## config.mk

```make
export PLATFORM = sky130hd
export DESIGN_NAME = dm_dmi_responder_flat
export DESIGN_NICKNAME = d
export VERILOG_FILES = /design/src/rtl/dm_dmi_responder_pkg.sv /design/src/rtl/dm_dmi_responder_if.sv /design/src/rtl/dm_dmi_responder.sv /design/src/flat_wrapper.sv
export SDC_FILE = /design/constraint.sdc
export NUM_CORES = 1
export LEC_CHECK = 0
export CAP_MARGIN = 15
export CORE_MARGIN = 8
export CORE_UTILIZATION = 40
export CTS_CLUSTER_SIZE = 25
export DETAILED_ROUTE_END_ITERATION = 8
export PLACE_DENSITY = 0.79
export SLEW_MARGIN = 15
export SYNTH_ARGS = -nofsm -noshare
export SYNTH_HDL_FRONTEND = slang
export SYNTH_SLANG_ARGS = --single-unit
```

## constraint.sdc

```tcl
create_clock -name sys_clk -period 1.8 [get_ports sys_clk]
set_input_delay 0.18 -clock sys_clk [delete_from_list [all_inputs] [get_ports sys_clk]]
set_output_delay 0.18 -clock sys_clk [all_outputs]
set_load 0.03 [all_outputs]
```

## src/rtl/dm_dmi_responder_pkg.sv

```systemverilog
// Shared definitions for the DMI responder: bus widths, DMI op/response
// encodings and the response packing helper.
package dm_dmi_responder_pkg;

    localparam int DBUS_ADDR_WIDTH = 7;
    localparam int DBUS_DATA_WIDTH = 32;
    localparam int DBUS_OP_WIDTH   = 2;
    localparam int DBUS_M_WIDTH    = DBUS_ADDR_WIDTH + DBUS_DATA_WIDTH + DBUS_OP_WIDTH;
    localparam int DBUS_S_WIDTH    = DBUS_DATA_WIDTH + 2;

    // Request op encodings (op 3 is reserved and answered with a failure)
    localparam logic [1:0] DMI_OP_NOP   = 2'd0;
    localparam logic [1:0] DMI_OP_READ  = 2'd1;
    localparam logic [1:0] DMI_OP_WRITE = 2'd2;

    // Response op encodings
    localparam logic [1:0] DMI_RESP_OK   = 2'd0;
    localparam logic [1:0] DMI_RESP_FAIL = 2'd2;

    // Response word layout: {data, op} with op in the LSBs
    function automatic logic [DBUS_S_WIDTH-1:0] pack_resp(
        input logic [DBUS_DATA_WIDTH-1:0] data,
        input logic [1:0]                 op
    );
        return {data, op};
    endfunction

endpackage

```

## src/rtl/dm_dmi_responder_if.sv

```systemverilog
// Signal bundle between the DTM-side FIFOs, the DMI responder and the DM
// core register port. The responder uses the slave view; the environment
// driving requests and serving register accesses uses the master view.
interface dm_dmi_responder_if;
    import dm_dmi_responder_pkg::*;

    // Request stream from the TCK->sys_clk FIFO
    logic                       dtm_req_valid;
    logic                       dtm_req_ready;
    logic [DBUS_M_WIDTH-1:0]    dtm_req_bits;

    // Response stream into the sys_clk->TCK FIFO
    logic                       dm_resp_valid;
    logic                       dm_resp_ready;
    logic [DBUS_S_WIDTH-1:0]    dm_resp_bits;

    // Register port into the DM core
    logic                       reg_req;
    logic                       reg_we;
    logic [DBUS_ADDR_WIDTH-1:0] reg_addr;
    logic [DBUS_DATA_WIDTH-1:0] reg_wdata;
    logic [DBUS_DATA_WIDTH-1:0] reg_rdata;
    logic                       reg_ack;
    logic                       reg_err;

    modport slave (
        input  dtm_req_valid, dtm_req_bits, dm_resp_ready,
        input  reg_rdata, reg_ack, reg_err,
        output dtm_req_ready, dm_resp_valid, dm_resp_bits,
        output reg_req, reg_we, reg_addr, reg_wdata
    );

    modport master (
        output dtm_req_valid, dtm_req_bits, dm_resp_ready,
        output reg_rdata, reg_ack, reg_err,
        input  dtm_req_ready, dm_resp_valid, dm_resp_bits,
        input  reg_req, reg_we, reg_addr, reg_wdata
    );

endinterface

```

## src/rtl/dm_dmi_responder.sv

```systemverilog
// DMI responder, debug-module side of the DTM<->DM link (sys_clk domain).
// Runs each DMI request as a single register-port transaction and returns
// exactly one {data, op} response per accepted request.
// Optional macro DM_DMI_TIMEOUT_EN: abandons a register access that gets no
// reg_ack within TIMEOUT_CYCLES cycles and reports it as a failure.
module dm_dmi_responder
    import dm_dmi_responder_pkg::*;
#(
`ifdef DM_DMI_TIMEOUT_EN
    parameter int unsigned                 TIMEOUT_CYCLES = 255,
`endif
    parameter logic [DBUS_ADDR_WIDTH-1:0]  MAX_ADDR       = 7'h17
) (
    input  logic                sys_clk,
    input  logic                sys_rst,
    dm_dmi_responder_if.slave   bus
);

    typedef enum logic [1:0] {
        ST_IDLE   = 2'd0,
        ST_ACCESS = 2'd1,
        ST_RESP   = 2'd2
    } state_e;

    state_e                     state_q;
    logic                       resp_valid_q;
    logic [DBUS_S_WIDTH-1:0]    resp_bits_q;
    logic                       reg_req_q;
    logic                       reg_we_q;
    logic [DBUS_ADDR_WIDTH-1:0] reg_addr_q;
    logic [DBUS_DATA_WIDTH-1:0] reg_wdata_q;
    logic [DBUS_S_WIDTH-1:0]    acc_resp_d;

    logic [DBUS_ADDR_WIDTH-1:0] req_addr;
    logic [DBUS_DATA_WIDTH-1:0] req_data;
    logic [1:0]                 req_op;

`ifdef DM_DMI_TIMEOUT_EN
    // Width holds TIMEOUT_CYCLES-1 even for tiny limits
    localparam int unsigned       CNT_W    = $clog2(TIMEOUT_CYCLES + 1);
    localparam logic [CNT_W-1:0]  CNT_LAST = CNT_W'(TIMEOUT_CYCLES - 1);
    logic [CNT_W-1:0]             tmo_cnt_q;
`endif

    assign req_op   = bus.dtm_req_bits[DBUS_OP_WIDTH-1:0];
    assign req_data = bus.dtm_req_bits[DBUS_OP_WIDTH +: DBUS_DATA_WIDTH];
    assign req_addr = bus.dtm_req_bits[DBUS_OP_WIDTH + DBUS_DATA_WIDTH +: DBUS_ADDR_WIDTH];

    // Ready is the only combinational output: it must be low during reset
    assign bus.dtm_req_ready = (state_q == ST_IDLE) && !sys_rst;

    assign bus.dm_resp_valid = resp_valid_q;
    assign bus.dm_resp_bits  = resp_bits_q;
    assign bus.reg_req       = reg_req_q;
    assign bus.reg_we        = reg_we_q;
    assign bus.reg_addr      = reg_addr_q;
    assign bus.reg_wdata     = reg_wdata_q;

    // Response produced by a completed access; writes return zero data
    always_comb begin
        acc_resp_d = pack_resp(reg_we_q ? {DBUS_DATA_WIDTH{1'b0}} : bus.reg_rdata,
                               bus.reg_err ? DMI_RESP_FAIL : DMI_RESP_OK);
    end

    // Transaction FSM with registered response and register-port outputs
    always_ff @(posedge sys_clk) begin
        if (sys_rst) begin
            state_q      <= ST_IDLE;
            resp_valid_q <= 1'b0;
            resp_bits_q  <= '0;
            reg_req_q    <= 1'b0;
            reg_we_q     <= 1'b0;
            reg_addr_q   <= '0;
            reg_wdata_q  <= '0;
`ifdef DM_DMI_TIMEOUT_EN
            tmo_cnt_q    <= '0;
`endif
        end else begin
            unique case (state_q)
                ST_IDLE: begin
                    if (bus.dtm_req_valid) begin
                        if (req_op == DMI_OP_NOP) begin
                            resp_bits_q  <= pack_resp('0, DMI_RESP_OK);
                            resp_valid_q <= 1'b1;
                            state_q      <= ST_RESP;
                        end else if ((req_op == DMI_OP_READ || req_op == DMI_OP_WRITE) &&
                                     req_addr <= MAX_ADDR) begin
                            reg_req_q   <= 1'b1;
                            reg_we_q    <= (req_op == DMI_OP_WRITE);
                            reg_addr_q  <= req_addr;
                            reg_wdata_q <= req_data;
`ifdef DM_DMI_TIMEOUT_EN
                            tmo_cnt_q   <= '0;
`endif
                            state_q     <= ST_ACCESS;
                        end else begin
                            // Reserved op or out-of-range address: no register access
                            resp_bits_q  <= pack_resp('0, DMI_RESP_FAIL);
                            resp_valid_q <= 1'b1;
                            state_q      <= ST_RESP;
                        end
                    end
                end

                ST_ACCESS: begin
                    if (bus.reg_ack) begin
                        reg_req_q    <= 1'b0;
                        resp_bits_q  <= acc_resp_d;
                        resp_valid_q <= 1'b1;
                        state_q      <= ST_RESP;
`ifdef DM_DMI_TIMEOUT_EN
                    end else if (tmo_cnt_q == CNT_LAST) begin
                        reg_req_q    <= 1'b0;
                        resp_bits_q  <= pack_resp('0, DMI_RESP_FAIL);
                        resp_valid_q <= 1'b1;
                        state_q      <= ST_RESP;
                    end else begin
                        tmo_cnt_q    <= tmo_cnt_q + 1'b1;
`endif
                    end
                end

                ST_RESP: begin
                    if (bus.dm_resp_ready) begin
                        resp_valid_q <= 1'b0;
                        state_q      <= ST_IDLE;
                    end
                end

                default: begin
                    state_q <= ST_IDLE;
                end
            endcase
        end
    end

endmodule
```

## src/flat_wrapper.sv

```systemverilog
// flat-port wrapper written by rule: the top's interface ports become plain ports
module dm_dmi_responder_flat import dm_dmi_responder_pkg::*;
#(

    parameter logic [DBUS_ADDR_WIDTH-1:0]  MAX_ADDR       = 7'h17
)
  (sys_clk, sys_rst, bus_dtm_req_valid, bus_dtm_req_bits, bus_dm_resp_ready, bus_reg_rdata, bus_reg_ack, bus_reg_err, bus_dtm_req_ready, bus_dm_resp_valid, bus_dm_resp_bits, bus_reg_req, bus_reg_we, bus_reg_addr, bus_reg_wdata);
  dm_dmi_responder_if bus_i ();
  input  logic sys_clk;
  input  logic sys_rst;
  input wire logic [$bits(bus_i.dtm_req_valid)-1:0] bus_dtm_req_valid;
  input wire logic [$bits(bus_i.dtm_req_bits)-1:0] bus_dtm_req_bits;
  input wire logic [$bits(bus_i.dm_resp_ready)-1:0] bus_dm_resp_ready;
  input wire logic [$bits(bus_i.reg_rdata)-1:0] bus_reg_rdata;
  input wire logic [$bits(bus_i.reg_ack)-1:0] bus_reg_ack;
  input wire logic [$bits(bus_i.reg_err)-1:0] bus_reg_err;
  output wire logic [$bits(bus_i.dtm_req_ready)-1:0] bus_dtm_req_ready;
  output wire logic [$bits(bus_i.dm_resp_valid)-1:0] bus_dm_resp_valid;
  output wire logic [$bits(bus_i.dm_resp_bits)-1:0] bus_dm_resp_bits;
  output wire logic [$bits(bus_i.reg_req)-1:0] bus_reg_req;
  output wire logic [$bits(bus_i.reg_we)-1:0] bus_reg_we;
  output wire logic [$bits(bus_i.reg_addr)-1:0] bus_reg_addr;
  output wire logic [$bits(bus_i.reg_wdata)-1:0] bus_reg_wdata;
  assign bus_i.dtm_req_valid = bus_dtm_req_valid;
  assign bus_i.dtm_req_bits = bus_dtm_req_bits;
  assign bus_i.dm_resp_ready = bus_dm_resp_ready;
  assign bus_i.reg_rdata = bus_reg_rdata;
  assign bus_i.reg_ack = bus_reg_ack;
  assign bus_i.reg_err = bus_reg_err;
  assign bus_dtm_req_ready = bus_i.dtm_req_ready;
  assign bus_dm_resp_valid = bus_i.dm_resp_valid;
  assign bus_dm_resp_bits = bus_i.dm_resp_bits;
  assign bus_reg_req = bus_i.reg_req;
  assign bus_reg_we = bus_i.reg_we;
  assign bus_reg_addr = bus_i.reg_addr;
  assign bus_reg_wdata = bus_i.reg_wdata;
  dm_dmi_responder #(.MAX_ADDR(MAX_ADDR)) u_core (.sys_clk(sys_clk), .sys_rst(sys_rst), .bus(bus_i));
endmodule
```

# ---- After elaboration in Yosys (flattened, before gate mapping)
# Cells that the tools add are included.
dict set report word_totals {
  reg_bits 78
  latch_bits 0
  ram_bits 0
  romBits 0
  input_bits 79
  output_inout_bits 77
  wordCells 56
  n_memories 0
}
dict set report op_classes {
  addsub 0
  multipliers 0
  n_div 0
  magnitude_cmp 1
  eq_ne 10
  shifts 0
  n_mux 24
  bitwise 1
  n_reduce_logical 13
}
# op count
set op_table {}
lappend op_table {{34-bit two-way mux} 4}
lappend op_table {{34-bit one-hot mux with 2 select lines} 1}
lappend op_table {{32-bit two-way mux} 1}
lappend op_table {{2-bit two-way mux} 6}
lappend op_table {{2-bit inequality test, second input constant} 5}
lappend op_table {{5-bit AND reduction} 2}
lappend op_table {{1-bit two-way mux} 9}
lappend op_table {{4-bit AND reduction} 2}
lappend op_table {{7-bit by 5-bit <= comparator with 1-bit output, second input constant} 1}
lappend op_table {{2-bit one-hot mux with 3 select lines} 1}
lappend op_table {{2-bit by 1-bit equality test with 1-bit output, second input constant} 2}
lappend op_table {{2-bit equality test, second input constant} 2}
lappend op_table {{2-bit zero test} 2}
lappend op_table {{3-bit inequality test, second input constant} 1}
lappend op_table {{1-bit one-hot mux with 3 select lines} 1}
lappend op_table {{3-bit AND reduction} 1}
lappend op_table {{3-bit nonzero test} 1}
lappend op_table {{1-bit logical AND} 2}
lappend op_table {{1-bit one-hot mux with 2 select lines} 1}
lappend op_table {{2-bit nonzero test} 1}
lappend op_table {{1-bit zero test} 1}
lappend op_table {{1-bit logical OR} 1}
lappend op_table {{1-bit NOT} 1}

# ---- Depth between registers and ports, before layout
# Gate-level depths: netlist (run 1).
dict set report depth {
  ltp_word 7
  mapped_depth 8
  mapped_depth_nobuf 6
}

# ---- Least setup slack after synthesis (run 1)
# No wires, ideal clock.
dict set report synth_timing {
  path_kind {register to register}
  start {register u_core.state_q[1]}
  end {register u_core.resp_valid_q (netlist: u_core.bus.dm_resp_valid)}
  setup_time_ps 121
  arrival_ps 1520
  required_time_ps 1679
  slack_ps 159
  path_stages_with_launch 8
  n_path_buf 1
  period_less_slack_ps 1641
  path_cell_list {dfxtp_1 > inv_1 > ha_1 > buf_2 > nor2b_1 > nor3_2 > o211ai_1 > mux2_2}
}
dict set report synth_via {
  elab_chain_cells 3
  word_cells_on_any_way 10
  classes_between {eq/ne: 6; mux: 1; reduce/logical: 3}
}
# element line_no
set synth_rtl {}
lappend synth_rtl {{from (decl)} dm_dmi_responder.sv:25} ;# state_e state_q;
lappend synth_rtl {{from (signal assigned)} dm_dmi_responder.sv:68} ;# state_q <= ST_IDLE;
lappend synth_rtl {{from (signal assigned)} dm_dmi_responder.sv:85} ;# state_q <= ST_RESP;
lappend synth_rtl {{from (signal assigned)} dm_dmi_responder.sv:95} ;# state_q <= ST_ACCESS;
lappend synth_rtl {{2-bit by 1-bit equality test with 1-bit output (tied with other cells)} dm_dmi_responder.sv:79} ;# unique case (state_q)
lappend synth_rtl {{2-bit inequality test (no source line) (tied with other cells)} n/a}
lappend synth_rtl {{5-bit AND reduction (no source line)} n/a}
lappend synth_rtl {{to (signal assigned)} dm_dmi_responder.sv:69} ;# resp_valid_q <= 1'b0;
lappend synth_rtl {{to (signal assigned)} dm_dmi_responder.sv:84} ;# resp_valid_q <= 1'b1;
lappend synth_rtl {{to (signal assigned)} dm_dmi_responder.sv:99} ;# resp_valid_q <= 1'b1;
lappend synth_rtl {{to (decl)} dm_dmi_responder.sv:26} ;# logic resp_valid_q;
# Several ways; a longest one is shown, not always the timed one.
# A chain may end at the register's enable or synchronous reset.

# ---- Worst setup path after layout (run 1)
dict set report layout_timing {
  start {register u_core.state_q[0]}
  end {register u_core.resp_bits_q[30] (netlist: u_core.bus.dm_resp_bits[30])}
}
dict set report layout_via {
  elab_chain_cells 3
  word_cells_on_any_way 8
  classes_between {eq/ne: 4; mux: 1; reduce/logical: 3}
}
# element line_no
set layout_rtl {}
lappend layout_rtl {{2-bit by 1-bit equality test with 1-bit output / 2-bit zero test (equally long branches)} dm_dmi_responder.sv:79}
lappend layout_rtl {{2-bit inequality test (no source line) (tied with other cells)} n/a}
lappend layout_rtl {{4-bit AND reduction (no source line)} n/a}
lappend layout_rtl {{to (signal assigned)} dm_dmi_responder.sv:83} ;# resp_bits_q <= pack_resp('0, DMI_RESP_OK);
lappend layout_rtl {{to (signal assigned)} dm_dmi_responder.sv:98} ;# resp_bits_q <= pack_resp('0, DMI_RESP_FAIL);
lappend layout_rtl {{to (signal assigned)} dm_dmi_responder.sv:108} ;# resp_bits_q <= acc_resp_d;
lappend layout_rtl {{to (decl)} dm_dmi_responder.sv:27} ;# logic [DBUS_S_WIDTH-1:0] resp_bits_q;
# Several ways; a longest one is shown, not always the timed one.

==> metrics.txt, run 1 <==
outcome=finished clean; Leak Pwr=around 1.9 nW; CP Max Fanout=12; drt total wl=9760 um; worst min path class=in -> reg; CTS root buf=clkbuf_8; nets@finish=about 600; Synth Instances=between 300 and 400; CTS clk-pin slew, worst paths=roughly 0.08 ns; first-iteration detailed-routing DRC count=between 80 and 90; number of CTS-inserted buffers=9; Crit Path Category=reg -> reg; PwrDens=approximately 730 mW/mm2; TritonCTS Sinks=between 70 and 80; Layout fillers=between 600 and 700; vias in the first global route=3016; DIE WIDTH=between 100 and 150 um; largest net degree at the start of global routing=41; Avg Inst Size Synth=~9 um2; Layout Skew=0.0100 ns; CP arrival=1.94 ns; die area=around 0.011 mm2; Worst Path Required=around 2.1 ns; Core Region=roughly 0.0077 mm2; CTS tree=built; global route total overflow=0; Mapped Nets=between 400 and 500; Initial Util=between 40% and 50%; remaining antenna violation count after routing=0; WHS=around 0.23 ns; routed vias/inst=roughly 4.8; max-cap violations=0; gr usage total=roughly 16%; Setup Viol. Count Final=0; Reg2Reg Capture Point=u_core.bus.dm_resp_bits[30]$_SDFFE_PP0P_; minimum clock period=1.68 ns; Max Freq=0.595 GHz; Clock Latency Late Sink=0.34 ns; biggest area consumer among synthesized cells=dfxtp_1; ranking of synthesized cells by area=dfxtp_1 48%, nand2_1 13%, mux2i_1 10%; Netlist Area Pre-Place=between 0.003 and 0.004 mm2; number of buffer cells added on primary ports=154; Area growth, synth to finish=63.1%; Synth Warn #=0; DR pass1 iterations=4; R2R setup slack=0.12 ns; RSZ-0062 raised after global routing=false; hold wc startpoint=sys_rst; drt drc=0; distinct cell type count of the synthesized netlist=30; H-tree lvl count=3; WHS Path Cells=2; Slew Limit Fails=0; Fin. Hold Viols=0; WL/cell=about 16 um; Diodes inserted=0; R2R Path Start=u_core.state_q[0]$_SDFFE_PP0P_; first-pass GRT wire length=14600 um; final setup TNS=0 ns; post-synthesis sequential area ratio=48.3%; Setup crit start kind=flop; Die H=roughly 110 um; DP Wirelength=between 6000 and 7000 um; Seq cells post-synth=77; maximum VDD drop=434 uV; Final period util=between 90% and 100%; Worst Hold Path EP=u_core.bus.reg_wdata[22]$_SDFFE_PP0P_; r2r worst-path depth=7; DR vias=just under 3000; top-area cell type share of the netlist area=~48%; antenna violations before repair=0; Clock Tree Buf Depth=2; row cnt=32; CP Capture Type=flop; gpl congestion=roughly 0.74; CTS Hold Bufs=0; fraction of layout cells with a size suffix above 1=slightly below 10%; I/O pins=156
[worst max-delay path: stages (launching register included)]
cell	delay (ns)
dfxtp_1	0.32
inv_1	0.09
ha_1	0.26
buf_4	0.18
nand3_2	0.13
o211ai_4	0.18
clkbuf_16	0.25
mux2i_1	0.18
[synth_stat cells, drive strengths merged]
library cell,n
a211oi,2
a21oi,40
a22o,1
a31oi,1
a41oi,1
and4,1
buf,14
clkbuf,13
conb,1
dfxtp,77
ha,5
inv,4
mux2,2
mux2i,33
nand2,110
nand2b,32
nand3,1
nand4,1
nor2,5
nor2b,8
nor3,1
nor3b,3
nor4b,1
o211ai,2
[power by group]
group	total, mW	switching (mW)	internal (mW)	leakage [nW]
clock network	1.36	0.643	0.717	0.102
logic	0.713	0.311	0.401	1.20
registers	1.75	0.0165	1.73	0.621
[logic make-up (layout without fill, tap and decap cells)]
kind of cell / count (synthesis) / after routing / synth area share (%)
AO/OA/AOI/OAI: 47 / 47 / 8.39
buffers and inverters: 31 / 195 / 6.08
AND/OR/NAND/NOR: 163 / 163 / 24.1
multiplexers: 35 / 35 / 11.1
other: 1 / 1 / 0.118
flip-flops: 77 / 77 / 48.3
adder cells (fa/ha/maj): 5 / 5 / 1.96
[how the worst max path moves through the flow]
stage / start / endpoint / slack (ns) / cells after the start
after floorplan: u_core.state_q[1]$_SDFFE_PP0P_ / u_core.bus.dm_resp_valid$_SDFFE_PP0P_ / 0.16 / 7
after global placement: bus_dtm_req_bits[1] / u_core.bus.reg_we$_SDFFE_PP0P_ / -0.26 / 9
after CTS: bus_dtm_req_bits[0] / u_core.bus.reg_wdata[11]$_SDFFE_PP0P_ / 0.03 / 9
after detailed placement: bus_dtm_req_bits[0] / u_core.bus.reg_wdata[11]$_SDFFE_PP0P_ / -0.32 / 9
after global routing: u_core.state_q[1]$_SDFFE_PP0P_ / u_core.bus.dm_resp_bits[11]$_SDFFE_PP0P_ / 0.02 / 6
final: u_core.state_q[0]$_SDFFE_PP0P_ / u_core.bus.dm_resp_bits[30]$_SDFFE_PP0P_ / 0.12 / 7
[per-layer routing]
metal | share of wire (%) | global-route usage (%)
met1 | 42 | 17.9
met2 | 48 | 26.3
met3 | 8.8 | 6.76
met4 | 1.3 | 5.30
met5 | 0 | 0
[placed cells by master, fill, tap and decap left out, types with 5 or more instances in the layout]
cell type        instances
a21oi_1                 37
clkbuf_8                11
nor2b_1                  8
buf_4                   10
mux2i_1                 33
clkdlybuf4s50_1        150
nor2_1                   5
nand2b_1                32
nand2_1                110
dfxtp_1                 77
[layout make-up]
type	instances	area [um2]	area share, %
Clock buffer	11	151	2.91
Clock inverter	5	58.8	1.13
Inverter	4	15.0	0.289
Multi-Input combinational cell	251	1480	28.4
Sequential cell	77	1540	29.6
Tap cell	102	128	2.45
Timing Repair Buffer	175	1830	35.2
[stage by stage]
stage,utilization (%),instances,worst slack (ns),instance area [um2],power [mW]
after floorplan,-,359,0.159,3190,2.17
after global placement,62.6,602,-0.261,4830,2.45
after detailed placement,62.6,602,-0.315,4830,2.45
after CTS,65.3,618,0.0330,5040,3.81
after global routing,67.3,625,0.0174,5200,3.98
final,67.3,625,0.119,5200,3.82
[timing repair]
action,in CTS,in global routing
gates resized for setup,0,10
setup buffers,0,0
endpoints found under the setup margin,0,72
[sequential cells by signal, summed over array words and instances (netlist names)]
signal,flops
u_core.bus.dm_resp_bits,33
u_core.bus.dm_resp_valid,1
u_core.bus.reg_wdata,32
u_core.bus.reg_we,1
u_core.bus.reg_req,1
u_core.state_q,2
u_core.bus.reg_addr,7
Power figures use the tool's default switching activity.
==> inputs of run 2 (changes only) <==
--- a/config.mk
+++ b/config.mk
@@ -8,6 +8,7 @@
 export CAP_MARGIN = 15
 export CORE_MARGIN = 8
 export CORE_UTILIZATION = 40
+export CTS_BUF_LIST = sky130_fd_sc_hd__clkbuf_4 sky130_fd_sc_hd__clkbuf_8 sky130_fd_sc_hd__clkbuf_16
 export CTS_CLUSTER_SIZE = 25
 export DETAILED_ROUTE_END_ITERATION = 8
 export PLACE_DENSITY = 0.79
==> results of run 2 <==
The final DEF is identical to that of run 1; final timing and power are the same.
